==> config.mk <==
export PLATFORM = sky130hd
export DESIGN_NAME = ftoi_pipe
export DESIGN_NICKNAME = d
export VERILOG_FILES = /design/src/rtl/ftoi_pipe.sv
export SDC_FILE = /design/constraint.sdc
export NUM_CORES = 1
export LEC_CHECK = 0
export BUFFER_PORTS_ARGS = -buffer_cell sky130_fd_sc_hd__buf_4
export CAP_MARGIN = 20
export CORE_MARGIN = 5
export CORE_UTILIZATION = 54
export DETAILED_ROUTE_END_ITERATION = 12
export GPL_ROUTABILITY_DRIVEN = 0
export PLACE_DENSITY = 0.77
export REMOVE_ABC_BUFFERS = 1
export SYNTH_ARGS = -nofsm -noshare
export SYNTH_HDL_FRONTEND = slang
export SYNTH_SLANG_ARGS = --single-unit
==> constraint.sdc <==
create_clock -name clk -period 2.7 [get_ports clk]
set_clock_uncertainty 0.15 [all_clocks]
set_input_delay 0 -clock clk [delete_from_list [all_inputs] [get_ports clk]]
set_output_delay 0 -clock clk [all_outputs]
set_load 0.02 [all_outputs]
==> src/rtl/ftoi_pipe.sv <==
// ftoi_pipe: 3-stage binary32 -> OUT_W-bit signed/unsigned integer converter with valid/ready handshake.
// Define FTOI_FLAGS_EN to produce NV/NX flags; without it out_flags is tied to 2'b00.
module ftoi_pipe #(
    parameter int OUT_W = 32,
    parameter int TAG_W = 5
) (
    input  logic             clk,
    input  logic             rst,
    input  logic             in_valid,
    output logic             in_ready,
    input  logic [31:0]      in_x,
    input  logic [2:0]       in_rm,
    input  logic             in_unsigned,
    input  logic [TAG_W-1:0] in_tag,
    output logic             out_valid,
    input  logic             out_ready,
    output logic [OUT_W-1:0] out_y,
    output logic [1:0]       out_flags,
    output logic [TAG_W-1:0] out_tag
);
    typedef enum logic [2:0] {
        RM_RNE = 3'b000,
        RM_RTZ = 3'b001,
        RM_RDN = 3'b010,
        RM_RUP = 3'b011,
        RM_RMM = 3'b100
    } rm_e;

    // acc holds the significand as fixed point with 25 fraction bits
    localparam int                AW       = OUT_W + 26;
    localparam logic [7:0]        BIG_E    = 8'(128 + OUT_W);
    localparam logic [OUT_W+1:0]  SMIN_MAG = (OUT_W+2)'(1) << (OUT_W - 1);
    localparam logic [OUT_W+1:0]  SMAX_MAG = SMIN_MAG - (OUT_W+2)'(1);
    localparam logic [OUT_W+1:0]  UMAX_MAG = {2'b00, {OUT_W{1'b1}}};

    logic advance;
    assign advance  = ~out_valid | out_ready;
    assign in_ready = advance;

    // S1 decode / align
    logic             sign_d;
    logic [7:0]       e_d;
    logic [22:0]      m_d;
    logic [AW-1:0]    acc;
    logic [OUT_W:0]   int_d;
    logic             g_d, st_d, big_d, nan_d;

    assign sign_d = in_x[31];
    assign e_d    = in_x[30:23];
    assign m_d    = in_x[22:0];

    always_comb begin
        acc   = AW'({1'b1, m_d}) << (e_d - 8'd125);
        int_d = '0;
        g_d   = 1'b0;
        st_d  = 1'b0;
        big_d = (e_d >= BIG_E);
        nan_d = (e_d == 8'hFF) && (m_d != '0);
        if (!big_d) begin
            if (e_d >= 8'd126) begin
                int_d = acc[AW-1:25];
                g_d   = acc[24];
                st_d  = |acc[23:0];
            end else begin
                st_d  = |in_x[30:0];
            end
        end
    end

    logic             s1_v, s1_sign, s1_g, s1_st, s1_uns, s1_nan, s1_big;
    logic [OUT_W:0]   s1_int;
    logic [2:0]       s1_rm;
    logic [TAG_W-1:0] s1_tag;

    // S2 round / add
    logic             inc;
    logic [OUT_W+1:0] mag_d;

    always_comb begin
        inc = 1'b0;
        case (s1_rm)
            RM_RTZ:  inc = 1'b0;
            RM_RDN:  inc = s1_sign & (s1_g | s1_st);
            RM_RUP:  inc = ~s1_sign & (s1_g | s1_st);
            RM_RMM:  inc = s1_g;
            default: inc = s1_g & (s1_st | s1_int[0]);
        endcase
        mag_d = {1'b0, s1_int} + (OUT_W+2)'(inc);
    end

    logic             s2_v, s2_sign, s2_uns, s2_nan, s2_big;
    logic [OUT_W+1:0] s2_mag;
    logic [TAG_W-1:0] s2_tag;

    // S3 saturate / negate
    logic             ovf, uneg;
    logic [OUT_W-1:0] mag_lo, pos_max, neg_min, y_d;

    always_comb begin
        mag_lo  = s2_mag[OUT_W-1:0];
        pos_max = s2_uns ? '1 : {1'b0, {(OUT_W-1){1'b1}}};
        neg_min = s2_uns ? '0 : {1'b1, {(OUT_W-1){1'b0}}};
        if (s2_uns)
            ovf = s2_big | (s2_mag > UMAX_MAG);
        else
            ovf = s2_big | (s2_sign ? (s2_mag > SMIN_MAG) : (s2_mag > SMAX_MAG));
        uneg = s2_uns & s2_sign & (s2_mag != '0);
        if (s2_nan)
            y_d = pos_max;
        else if (ovf)
            y_d = s2_sign ? neg_min : pos_max;
        else if (uneg)
            y_d = '0;
        else
            y_d = s2_sign ? -mag_lo : mag_lo;
    end

    always_ff @(posedge clk) begin
        if (rst) begin
            s1_v      <= 1'b0;
            s1_sign   <= 1'b0;
            s1_int    <= '0;
            s1_g      <= 1'b0;
            s1_st     <= 1'b0;
            s1_rm     <= '0;
            s1_uns    <= 1'b0;
            s1_nan    <= 1'b0;
            s1_big    <= 1'b0;
            s1_tag    <= '0;
            s2_v      <= 1'b0;
            s2_sign   <= 1'b0;
            s2_mag    <= '0;
            s2_uns    <= 1'b0;
            s2_nan    <= 1'b0;
            s2_big    <= 1'b0;
            s2_tag    <= '0;
            out_valid <= 1'b0;
            out_y     <= '0;
            out_tag   <= '0;
        end else if (advance) begin
            s1_v      <= in_valid;
            s1_sign   <= sign_d;
            s1_int    <= int_d;
            s1_g      <= g_d;
            s1_st     <= st_d;
            s1_rm     <= in_rm;
            s1_uns    <= in_unsigned;
            s1_nan    <= nan_d;
            s1_big    <= big_d;
            s1_tag    <= in_tag;
            s2_v      <= s1_v;
            s2_sign   <= s1_sign;
            s2_mag    <= mag_d;
            s2_uns    <= s1_uns;
            s2_nan    <= s1_nan;
            s2_big    <= s1_big;
            s2_tag    <= s1_tag;
            out_valid <= s2_v;
            out_y     <= y_d;
            out_tag   <= s2_tag;
        end
    end

`ifdef FTOI_FLAGS_EN
    logic       s2_nx, nv;
    logic [1:0] flags_d, flags_q;

    always_comb begin
        nv      = s2_nan | ovf | uneg;
        flags_d = {nv, ~nv & s2_nx};
    end

    always_ff @(posedge clk) begin
        if (rst) begin
            s2_nx   <= 1'b0;
            flags_q <= '0;
        end else if (advance) begin
            s2_nx   <= s1_g | s1_st;
            flags_q <= flags_d;
        end
    end

    assign out_flags = flags_q;
`else
    assign out_flags = 2'b00;
`endif

endmodule

Word level (Yosys, flattened, before mapping) --
Cells that the tools add are included.
Storage, ports and cells: flip-flop bits (word level) 130, latch bits 0, bits in writable memories 0, bits in read-only memories 0, input port bits 45, output and inout port bits 41, memories kept 0
Cells by class: add/subtract/negate cells 3, multipliers 0, divide/modulo/power cells 0, order comparisons 5, equal/unequal tests 5, shifts and indexed selects 1, muxes and demuxes 16, bitwise logic cells 12, reductions and logical operators 5
Operators by type and width (number):
- $mux W32 | 7
- $gt A34 B32 Y1 const B | 2
- $mux W33 | 2
- $shl A24 B8 Y58 | 1
- $add A33 B1 Y34 | 1
- $gt A34 B31 Y1 const B | 1
- $reduce_bool A34 Y1 | 1
- $neg A32 Y32 | 1
- $reduce_or A31 Y1 | 1
- $reduce_or A24 Y1 | 1
- $reduce_bool A23 Y1 | 1
- $eq A8 B8 Y1 const B | 1
- $ge A8 B7 Y1 const B | 1
- $ge A8 B8 Y1 const B | 1
- $sub A8 B7 Y8 const B | 1
- $eq A3 B2 Y1 const B | 2
- $mux W1 | 6
- $and A1 B1 Y1 | 5
- $or A1 B1 Y1 | 5
- $pmux W1 S4 | 1
- $eq A3 B1 Y1 const B | 1
- $eq A3 B3 Y1 const B | 1
- $not A1 Y1 | 2
- $logic_and A1 B1 Y1 | 1

Logic depth before layout (Yosys ltp) --
Gate-level depths: netlist of run 1.
depth in word-level cells 6, gate-level depth with buffers 15, gate-level depth less buffers 13

Least setup slack after synthesis of run 1 --
No wires, ideal clock.
path type in2reg, from input in_x[23], to register s1_st, setup time 0.131 ns, arrival time 2.675 ns, required time 2.419 ns, slack -0.256 ns, stages 12, path buffers 5, cell sequence buf_4 -> buf_6 -> buf_2 -> inv_1 -> ha_1 -> buf_2 -> clkbuf_1 -> mux2_2 -> a222oi_1 -> o211ai_1 -> nor4b_1 -> a31oi_1
On the way: word-level cells in the longest chain between the ends 5, elaborated cells on any way between the ends 8, classes of those cells add/sub (1); order compare (2); shift (1); mux (2); reduce/logical (2)
RTL lines:
- start: declaration | RTL line 11 | input logic [31:0] in_x,
- $sub A8 B7 Y8 | RTL line 53 | acc = AW'({1'b1, m_d}) << (e_d - 8'd125);
- $shl A24 B8 Y58 | RTL line 53
- $reduce_or A24 Y1 | RTL line 63 | st_d = |acc[23:0];
- $mux W1 | RTL line 60 | if (e_d >= 8'd126) begin
- $mux W1 * | RTL line 59 | if (!big_d) begin
- end signal: assignment | RTL line 145 | s1_st <= st_d;
- end: declaration | RTL line 70 | logic s1_v, s1_sign, s1_g, s1_st, s1_uns, s1_nan, s1_big;
Mark *: on every way between the ends. The rest lies on a longest branch, timed or not. A chain may end at the register's enable or synchronous reset.

Worst setup path after layout of run 1 --
from register s2_mag[2], to register out_y[16]
On the way: word-level cells in the longest chain between the ends 6, elaborated cells on any way between the ends 14, classes of those cells add/sub (1); order compare (3); mux (6); bitwise (3); reduce/logical (1)
RTL lines:
- start: declaration | RTL line 92 | logic [OUT_W+1:0] s2_mag;
- start signal: assignment | RTL line 153 | s2_mag <= mag_d;
- $gt A34 B31 Y1 or $gt A34 B32 Y1 (tied branches) | RTL line 106 | ovf = s2_big | (s2_sign ? (s2_mag > SMIN_MAG) : (s2_mag > SMAX_MAG));
- $mux W1 | RTL line 106
- $or A1 B1 Y1 | RTL line 106
- $mux W1 | RTL line 103 | if (s2_uns)
- $mux W32 * | RTL line 110 | else if (ovf)
- $mux W32 * | RTL line 108 | if (s2_nan)
- end signal: assignment | RTL line 159 | out_y <= y_d;
- end: declaration | RTL line 17 | output logic [OUT_W-1:0] out_y,
Marked as above.

==> impl_metrics.tcl, run 1 <==
set metrics [dict create \
    status "finished, final reports clean" \
    drc 0 \
    grt_pass1_wl_um 38000 \
    synth_top_cell_area_share 0.315 \
    power_density_nw_per_um2 535 \
    synth_flop_cell "dfxtp_1" \
    synth_area_sq_um 8260 \
    avgRoutedWirePerCell_um 17.0 \
    synth-edff-count 0 \
    slew_headroom 0.579 \
    peakVddDrop_mv 0.383 \
    start_util 0.547 \
    cts-htree-levels 4 \
    clkLatencyLatePin_ns 0.41 \
    grt_setup_unrepaired "no" \
    required_ns 2.88 \
    p_total_mw 5.49 \
    instances_no_fill 1361 \
    core_sq_um 15100 \
    hold_viol_final 0 \
    synth-async-reset-ratio 0 \
    power_leakage_nw 4.15 \
    nNetsFinal 1212 \
    root_buffer "clkbuf_16" \
    area.growth.synth_to_final_pct 24.4 \
    via_per_inst 6.12 \
    antenna_found_initial 0 \
    synth_area_per_cell_sq_um 7.89 \
    via_count 8329 \
    max_freq_ghz 0.381 \
    synth.largest_area_cell "dfxtp_1" \
    clock_sinks 130 \
    drtAntennaViolNets 0 \
    dp_cells 1302 \
    multi_input_area_sq_um 5300 \
    synth_warnings 0 \
    setup.worst_path.start_class "flip-flop" \
    overflow 0 \
    crit_chain "or4_1, nor3_4, nand4_2, nor3_1, o21a_2, buf_12, nand2b_1, a21oi_1" \
    period_needed_ns 2.62 \
    setup_viol 0 \
    cp_max_fo 31 \
    cts_tree "yes" \
    diodes 0 \
    critical_path.slowest_cell "or4_1" \
    die_w_um 134 \
    slew_viol_final 0 \
    pin_count 86 \
    firstDrtPassIters 7 \
    worstMarginPinSlew_ns 0.625 \
    numCtsBuffers 17 \
    track_usage 0.254 \
    grt_start_max_net_pins 53 \
    synth.area.top_cells "dfxtp_1 (32%), a21oi_1 (6.3%), nand2_1 (6.2%)" \
    fillers 1204 \
    arrival_ns 2.80 \
    cts_buffer_depth 2 \
    io_buffers 83 \
    ys_types 84 \
    seq_area_sq_um 2600 \
    critPathKind "reg -> reg" \
    rows 45 \
    max_stage_delay_ns 0.62 \
    ys_ff_latch 130 \
    dp_hpwl_um 16400 \
    wl_um 23200 \
    hp-class "in -> reg" \
    seq_area_frac_synth 0.315 \
    die_y_um 134 \
    max_cap_violations 0 \
    fin_crit_sh 0.971 \
    grt_pass1_vias 7759 \
    clk_pin_slew_ns 0.05 \
    drtIter0Drc 851 \
    critPathCaptureType "flip-flop" \
    netlist_instances 1047 \
    drive_gt1_frac 0.211 \
    die-area_sq_um 17900 \
]
worst max-delay path, delay by kind of cell (launching register included):
family / cells / cell delay (ns)
buf+inv: 1 / 0.17
simple gates: 5 / 1.48
compound gates: 2 / 0.36
flops: 1 / 0.37
report_power, final:
group | switching (mW) | internal (mW) | leakage (nW)
Sequential | 0.0437 | 1.99 | 1.06
Clock | 0.826 | 1.37 | 0.270
Combinational | 0.730 | 0.537 | 2.82
Total | 1.60 | 3.90 | 4.15
logic make-up (layout without fill, tap and decap cells):
logic type / Yosys count / after routing / synth area share
AND/OR/NAND/NOR: 362 / 362 / 0.205
XOR/XNOR: 68 / 68 / 0.0721
adder cells (fa/ha/maj): 6 / 6 / 0.00909
buffers and inverters: 99 / 224 / 0.0577
other: 1 / 2 / 0.000454
flip-flops: 130 / 130 / 0.315
multiplexers: 61 / 61 / 0.0912
AO/OA/AOI/OAI: 320 / 320 / 0.249
state kept, by name, summed over array words and instances, names as in the netlist:
signal,count
s1_int,33
s1_tag,5
s2_v,1
s1_g,1
s2_mag,34
out_valid,1
s1_big,1
s1_sign,1
s2_big,1
s1_st,1
s1_nan,1
s1_rm,3
out_y,32
s2_tag,5
s1_uns,1
s2_uns,1
s1_v,1
s2_nan,1
out_tag,5
s2_sign,1
layout by cell type, fill, tap and decap left out, types with 4 or more instances in the layout:
cell,Yosys,routed
ha_1,6,4
nand4_1,10,10
and2_1,5,5
o41ai_1,5,5
mux2_2,14,14
nand2b_1,7,7
xor2_1,34,32
clkbuf_16,0,17
or4_1,5,5
a21oi_1,104,104
nor4_1,11,10
o21ai_0,68,68
buf_12,1,8
nor3_1,14,12
clkinv_2,0,4
a211oi_1,34,34
o22ai_1,16,16
dlygate4sd3_1,0,26
mux4_2,10,10
clkinvlp_4,0,5
buf_4,5,143
o211ai_1,8,8
o31ai_1,11,11
nor2_1,101,99
nand2_1,136,136
a22oi_1,19,19
dfxtp_1,130,129
or3_1,5,5
mux2i_1,37,37
o21a_1,4,4
inv_1,15,15
a31oi_1,5,5
and3_1,12,11
xnor2_1,34,33
nand3_1,28,27
worst paths after layout:
kind,from,end,slack [ns],cells past startpoint
hold / removal,in_x[27],s1_st$_SDFFE_PP0P_,0.08,6
setup reg to reg,s2_mag[2]$_SDFFE_PP0P_,out_y[16]$_SDFFE_PP0P_,0.08,8
setup / recovery,s2_mag[2]$_SDFFE_PP0P_,out_y[16]$_SDFFE_PP0P_,0.08,8
hold reg to reg,out_tag[4]$_SDFFE_PP0P_,out_tag[4]$_SDFFE_PP0P_,0.30,2
repair_timing:
| action | CTS | global route |
|---|---|---|
| hold buffers | 26 | 0 |
| setup endpoints to repair | 12 | 27 |
| setup buffers | 0 | 2 |
| gates resized for setup | 7 | 12 |
| endpoints found under the hold margin | 53 | 0 |
| pin swaps | 1 | 3 |
metal layers:
layer	vias up	track usage	share of wire
met2	349	0.427	0.47
li1	4046	-	-
met1	3849	0.318	0.42
met4	0	0.112	0.040
met5	-	0	0
met3	85	0.0491	0.066
area by class of cell:
class	count	share of cell area
multi-input cells	819	0.516
flip-flops and latches	130	0.254
repair buffers	177	0.145
clock buffers	18	0.0428
well taps	188	0.0229
clock inverters	13	0.0135
inverters	16	0.00597
stage by stage:
step	area (sq um)	hold slack [ns]	setup WS (ns)	utilization	setup TNS (ns)
after floorplan	7840	-0.0821	-4.31	-	-431.16
after global placement	9330	0.109	-0.0550	0.618	-0.147
after detailed placement	9330	0.113	-0.119	0.618	-0.497
after CTS	10200	0.0546	-0.0145	0.676	-0.0145
after global routing	10300	0.106	0.00417	0.681	0
final	10300	0.0799	0.0785	0.681	0
cell usage after synthesis, types with 4 or more instances:
| library cell | count |
|---|---|
| nor4_1 | 11 |
| a21oi_1 | 104 |
| nor2_1 | 101 |
| and3_1 | 12 |
| nand2b_1 | 7 |
| xor2_1 | 34 |
| or3_1 | 5 |
| mux4_2 | 10 |
| inv_1 | 15 |
| a211oi_1 | 34 |
| buf_2 | 12 |
| and4_1 | 5 |
| or4_1 | 5 |
| o31ai_1 | 11 |
| a31oi_1 | 5 |
| clkbuf_1 | 54 |
| mux2_2 | 14 |
| ha_1 | 6 |
| nand2_1 | 136 |
| dfxtp_1 | 130 |
| and2_1 | 5 |
| mux2i_1 | 37 |
| a22oi_1 | 19 |
| nor2b_1 | 4 |
| nand3_1 | 28 |
| o21a_1 | 4 |
| buf_4 | 5 |
| o211ai_1 | 8 |
| o41ai_1 | 5 |
| xnor2_1 | 34 |
| o22ai_1 | 16 |
| o21ai_0 | 68 |
| buf_6 | 7 |
| nand4_1 | 10 |
| nor3_1 | 14 |
(Power assumes the default switching activity.)
==> inputs of run 2 (changes only) <==
--- a/config.mk
+++ b/config.mk
@@ -7,6 +7,7 @@
 export LEC_CHECK = 0
 export BUFFER_PORTS_ARGS = -buffer_cell sky130_fd_sc_hd__buf_4
 export CAP_MARGIN = 20
+export CORE_ASPECT_RATIO = 1.5
 export CORE_MARGIN = 5
 export CORE_UTILIZATION = 54
 export DETAILED_ROUTE_END_ITERATION = 12
==> run 2 against run 1 <==
  * Clock-buffer cell count did not move
  * First-iteration DRC count fell by 44%
  * Global-route usage rose by 1.2 points
  * Critical path depth rose by 5
  * Critical path type unchanged
  * Utilization rose by 1.7 points
  * Critical endpoint is now s2_mag[32]$_SDFFE_PP0P_
  * Worst hold slack got worse by 0.014 ns
  * Non-clock buffer count rose by 35
  * Die area rose by 0.28%
  * Largest power group unchanged
  * Cell count rose by 3.5%
==> impl_metrics.tcl, run 2 (same netlist as run 1, synthesis figures left out) <==
set metrics [dict create \
    status "finished, final reports clean" \
    cpMostUsedCell "nand3_1" \
    dpl-instance-area_sq_um 9550 \
    hold_slack_ns 0.0657 \
    track_usage 0.267 \
    period_needed_ns 2.62 \
    clock_sinks 130 \
    setup_viol 0 \
    cp_max_fo 4 \
    power.internal_mw 3.95 \
    firstDrtPassIters 6 \
    finalSetupTns_ns 0 \
    largest_register_ffs 34 \
    seqPwrFrac 0.362 \
    power_leakage_nw 4.29 \
    die_y_um 161 \
    max_stage_delay_ns 0.34 \
    grt_start_max_net_pins 63 \
    cts-htree-levels 4 \
    setup.worst_path.start_class "flip-flop" \
    worstMarginPinSlew_ns 1.04 \
    pin_count 86 \
    max_freq_ghz 0.381 \
    grt_setup_unrepaired "yes" \
    overflow 0 \
    avgRoutedWirePerCell_um 17.5 \
    p_sw_mw 1.66 \
    diodes 0 \
    clk_pin_slew_ns 0.06 \
    crit_chain "xnor2_1, nor3b_2, a21oi_2, nor2_2, ha_2, ha_1, nand3_1, nor4_4, buf_4, and3_4, nand3_1, xor2_1, a21oi_1" \
    drtAntennaViolNets 0 \
    hp-class "in -> reg" \
    critical_path.slowest_cell "dfxtp_2" \
    hold_viol_final 0 \
    dp_slack_ns -0.263 \
    max_cap_violations 0 \
    top_regs "s2_mag (34), s1_int (33), out_y (32)" \
    antenna_found_initial 0 \
    grt_pass1_vias 8223 \
    required_ns 2.83 \
    fin_util 0.698 \
    clkLatencyLatePin_ns 0.41 \
    peakVddDrop_mv 0.340 \
    cts_buffer_depth 2 \
    wl_um 24600 \
    area.growth.synth_to_final_pct 27.4 \
    io_buffers 83 \
    via_count 8510 \
    arrival_ns 2.75 \
    p_clk_frac 0.400 \
    start_util 0.548 \
    pwr-share-comb 0.238 \
    core_sq_um 15100 \
    grt_pass1_wl_um 39800 \
    nNetsFinal 1247 \
    p_sw_frac 0.297 \
    layout_common_cells "buf_4 (181), nand2_1 (136), dfxtp_1 (129), a21oi_1 (103), nor2_1 (99)" \
    slew_headroom 0.305 \
    setup_slack_ns 0.0780 \
    rows 55 \
    top_register "s2_mag" \
    die_w_um 111 \
    critPathCaptureType "flip-flop" \
    power_density_nw_per_um2 534 \
    final_common_cell "buf_4" \
    critPathKind "reg -> reg" \
    slew_viol_final 0 \
    drive_gt1_frac 0.235 \
    numCtsBuffers 17 \
    drtIter0Drc 477 \
    drc 0 \
    via_per_inst 6.04 \
    cts_tree "yes" \
    fin_crit_sh 0.971 \
    final_area_sq_um 10500 \
    fillers 1194 \
    dp_hpwl_um 17500 \
    die-area_sq_um 17900 \
    root_buffer "clkbuf_16" \
]
==> run 2: cell type report <==
class / count / area (sq um) / share of cell area
Multi-Input combinational cell: 819 / 5310 / 0.505
Sequential cell: 130 / 2600 / 0.248
Tap cell: 199 / 249 / 0.0237
Timing Repair Buffer: 212 / 1710 / 0.163
Clock buffer: 18 / 429 / 0.0408
Inverter: 16 / 61.3 / 0.00583
Clock inverter: 14 / 156 / 0.0149
==> run 2: what timing repair did <==
action | 4_1_cts | 5_1_grt
setup endpoints to repair | 14 | 34
endpoints found under the hold margin | 48 | 0
pin swaps | 1 | 4
buffers inserted | 0 | 2
hold buffers | 27 | 0
resized for setup | 8 | 13
==> run 2: layer usage <==
| layer | part of all wire | wire length, um | track usage |
|---|---|---|---|
| met2 | 0.51 | 12500 | 0.483 |
| met4 | 0.076 | 1870 | 0.197 |
| met1 | 0.37 | 9110 | 0.278 |
| met5 | 0 | 0 | 0 |
| met3 | 0.048 | 1170 | 0.0367 |
==> run 2: worst paths after layout <==
path                           startpoint                       to  slack (ns)  depth (start not counted)
setup / recovery    s1_rm[0]$_SDFFE_PP0P_  s2_mag[32]$_SDFFE_PP0P_        0.08                         13
hold / removal                   in_x[13]      s1_nan$_SDFFE_PP0P_        0.07                          7
setup reg to reg    s1_rm[0]$_SDFFE_PP0P_  s2_mag[32]$_SDFFE_PP0P_        0.08                         13
hold reg to reg   out_tag[3]$_SDFFE_PP0P_  out_tag[3]$_SDFFE_PP0P_        0.30                          2
==> run 2: through the flow <==
step / power (mW) / cells
3_5_place_dp: 3.33 / 1347
3_3_place_gp: 3.31 / 1347
5_1_grt: 5.83 / 1408
2_1_floorplan: 2.76 / 965
6_report: 5.61 / 1408
4_1_cts: 5.60 / 1406
==> run 2: power groups by stage <==
stage,sequential [mW],clock [mW],combinational [mW]
finish,2.03,2.25,1.34
global route,2.04,2.36,1.43
CTS,2.03,2.27,1.30
detailed placement,2.07,0,1.26
global placement,2.07,0,1.25
floorplan,2.11,0,0.653
==> run 2: critical path, delay by kind of cell, from the launching register on <==
| kind | cells | cell delay (ns) |
|---|---|---|
| buf+inv | 1 | 0.17 |
| compound gates | 2 | 0.14 |
| fa+ha+maj | 2 | 0.39 |
| simple gates | 6 | 0.98 |
| flops | 1 | 0.34 |
| xor+xnor | 2 | 0.31 |
==> inputs of run 3 (changes only) <==
--- a/config.mk
+++ b/config.mk
@@ -5,6 +5,7 @@
 export SDC_FILE = /design/constraint.sdc
 export NUM_CORES = 1
 export LEC_CHECK = 0
+export ABC_AREA = 1
 export BUFFER_PORTS_ARGS = -buffer_cell sky130_fd_sc_hd__buf_4
 export CAP_MARGIN = 20
 export CORE_ASPECT_RATIO = 1.5
==> run 3 against run 2 <==
  * The flow now finishes with violations (setup timing)
  * Worst setup slack lost 0.59 ns
  * Utilization rose by 3.3 points
  * Critical path depth grew 6
  * Die area increased by 3.6%
  * Critical path type unchanged
  * Critical endpoint is now s2_mag[31]$_SDFFE_PP0P_
==> impl_metrics.tcl, run 3 <==
set metrics [dict create \
    drtAntennaViolNets 0 \
    violations "setup timing" \
    finalSetupTns_ns -7.06 \
    critPathKind "reg -> reg" \
    antenna_found_initial 0 \
    avgRoutedWirePerCell_um 17.2 \
    required_ns 2.92 \
    fin_crit_sh 1.19 \
    layout_common_cells "nand2_1 (224), buf_4 (158), nand3_1 (145), inv_1 (131), dfxtp_1 (127)" \
    power_density_nw_per_um2 563 \
    slew_headroom 0.536 \
    numCtsBuffers 17 \
    start_util 0.549 \
    cp_num_buf_inv 2 \
    max_stage_delay_ns 0.34 \
    critPathTopFamily "simple AND/OR/NAND/NOR gates" \
    ys_top_cells_by_count "nand2_1 (236), nand3_1 (153), inv_1 (137), nor2_1 (135), dfxtp_1 (130)" \
    power_leakage_nw 5.43 \
    max_cap_violations 0 \
    setup.worst_path.start_class "flip-flop" \
    p_total_mw 6.43 \
    synth.area.top_cells "dfxtp_1 (30%), nand2_1 (10%), nand3_1 (8.9%)" \
    pin_count 86 \
    clock_sinks 130 \
    crit_chain "xor2_1, o2111ai_1, nand2_1, ha_4, buf_4, nand3_4, nor2_4, nand3_2, nor3_2, nand4_2, nor2_4, nand4_4, nor3_4, nand3_4, nor3_4, nand2_1, o21ai_1, o21bai_1, inv_1" \
    hp-class "in -> reg" \
    setup_slack_ns -0.509 \
    ys_types 51 \
    io_buffers 83 \
    die-area_sq_um 18600 \
    status "complete, but fails checks" \
    die_y_um 164 \
    area.growth.synth_to_final_pct 33.1 \
    track_usage 0.271 \
    top_register "s2_mag" \
    cts-htree-levels 4 \
    diodes 0 \
    critPathCaptureType "flip-flop" \
    synth-edff-count 0 \
    synth_warnings 0 \
    core_sq_um 15600 \
    root_buffer "clkbuf_16" \
    arrival_ns 3.43 \
    peakVddDrop_mv 0.512 \
    critical_path.slowest_cell "dfxtp_2" \
    max_freq_ghz 0.312 \
    netlist_instances 1317 \
    drc 0 \
    hold_viol_final 0 \
    wl_um 28800 \
    firstDrtPassIters 5 \
    period_needed_ns 3.21 \
    via_per_inst 5.97 \
    drive_gt1_frac 0.228 \
    overflow 0 \
    synth-async-reset-ratio 0 \
    largest_register_ffs 34 \
    rows 56 \
    grt_pass1_wl_um 42100 \
    setup_viol 49 \
    worstMarginPinSlew_ns 0.694 \
    clkLatencyLatePin_ns 0.42 \
    grt_start_max_net_pins 64 \
    synth_area_per_cell_sq_um 6.51 \
    cts_buffer_depth 2 \
    cts_tree "yes" \
    seq_area_frac_synth 0.303 \
    nNetsFinal 1511 \
    drtIter0Drc 899 \
    clk_pin_slew_ns 0.06 \
    synth.largest_area_cell "dfxtp_1" \
    top_regs "s2_mag (34), s1_int (33), out_y (32)" \
    dp_hpwl_um 17800 \
    cp_max_fo 4 \
    synth_area_sq_um 8580 \
    synth_top_cell_area_share 0.303 \
    final_common_cell "nand2_1" \
    slew_viol_final 0 \
    grt_setup_unrepaired "yes" \
    synth_flop_cell "dfxtp_1" \
    ys_ff_latch 130 \
    synth.most_common_cell "nand2_1" \
    die_w_um 113 \
    grt_pass1_vias 9084 \
    via_count 10000 \
]
==> run 3: changes by cell type after synthesis, moves of 34 or more <==
cell,delta
nor2_1,+34
nand2_1,+100
o211ai_1,+35
nand3_1,+125
mux2i_1,-37
nand4_1,+35
a21oi_1,-52
inv_1,+122
==> run 3: area by class of cell <==
cell class | count | area (sq um)
fillers | 1201 | 4210
repair buffers | 202 | 1740
clock inverters | 13 | 258
well taps | 203 | 254
clock buffers | 18 | 439
repair inverters | 3 | 48.8
flip-flops and latches | 130 | 2610
multi-input cells | 962 | 5510
inverters | 144 | 558
==> run 3: layer usage <==
| metal | wire, um | GRT usage | vias to the layer above |
|---|---|---|---|
| li1 | - | - | 4729 |
| met4 | 2130 | 0.162 | 0 |
| met1 | 10000 | 0.291 | 4644 |
| met3 | 1710 | 0.0369 | 155 |
| met2 | 15000 | 0.499 | 480 |
| met5 | 0 | 0 | - |
==> run 3: cell families (layout without fill, tap and decap cells) <==
group           after synthesis  in the layout  share of synthesized area
compound gates              261            261                      0.179
xor+xnor                     49             49                     0.0500
fa+ha+maj                     6              6                    0.00875
buf+inv                     226            380                      0.107
flops                       130            130                      0.303
other cells                   1              2                   0.000437
simple gates                644            644                      0.352
==> run 3: report_power, final <==
| part | internal [mW] | switching, mW | leakage, nW | total, mW |
|---|---|---|---|---|
| combinational | 0.618 | 0.988 | 4.03 | 1.61 |
| clock | 1.85 | 0.875 | 0.336 | 2.72 |
| sequential | 2.02 | 0.0775 | 1.06 | 2.10 |
==> run 3: stage by stage <==
step           setup WS [ns]  instances  hold slack [ns]  cell area, sq um  utilization
2_1_floorplan          -3.93       1236          -0.0809              8210            -
3_3_place_gp          -0.246       1586            0.102              9650        0.617
3_5_place_dp          -0.382       1586            0.113              9650        0.617
4_1_cts               -0.259       1654           0.0243             10800        0.688
5_1_grt               -0.634       1675           0.0728             11400        0.730
6_report              -0.509       1675           0.0293             11400        0.730
==> run 3: path summary, 6_finish.rpt <==
path | startpoint | cells after the start | to | slack, ns
hold reg to reg | s2_tag[2]$_SDFFE_PP0P_ | 2 | s2_tag[2]$_SDFFE_PP0P_ | 0.33
setup reg to reg | s1_rm[0]$_SDFFE_PP0P_ | 19 | s2_mag[31]$_SDFFE_PP0P_ | -0.51
hold / removal | in_x[20] | 6 | s1_st$_SDFFE_PP0P_ | 0.03
setup / recovery | s1_rm[0]$_SDFFE_PP0P_ | 19 | s2_mag[31]$_SDFFE_PP0P_ | -0.51
==> run 3: what timing repair did <==
action | in CTS | in global routing
hold endpoints to repair | 45 | 0
resized for setup | 18 | 132
endpoints found under the setup margin | 43 | 64
hold buffers | 25 | 0
pin swaps | 8 | 34
setup buffers | 12 | 16
cloned | 0 | 5
==> run 3: worst min-delay path, delay by kind of cell <==
kind                   cells  cell delay (ns)
AOI/OAI and AO/OA          2             0.24
buffers and inverters      1             0.08
and+or+nand+nor            3             0.25
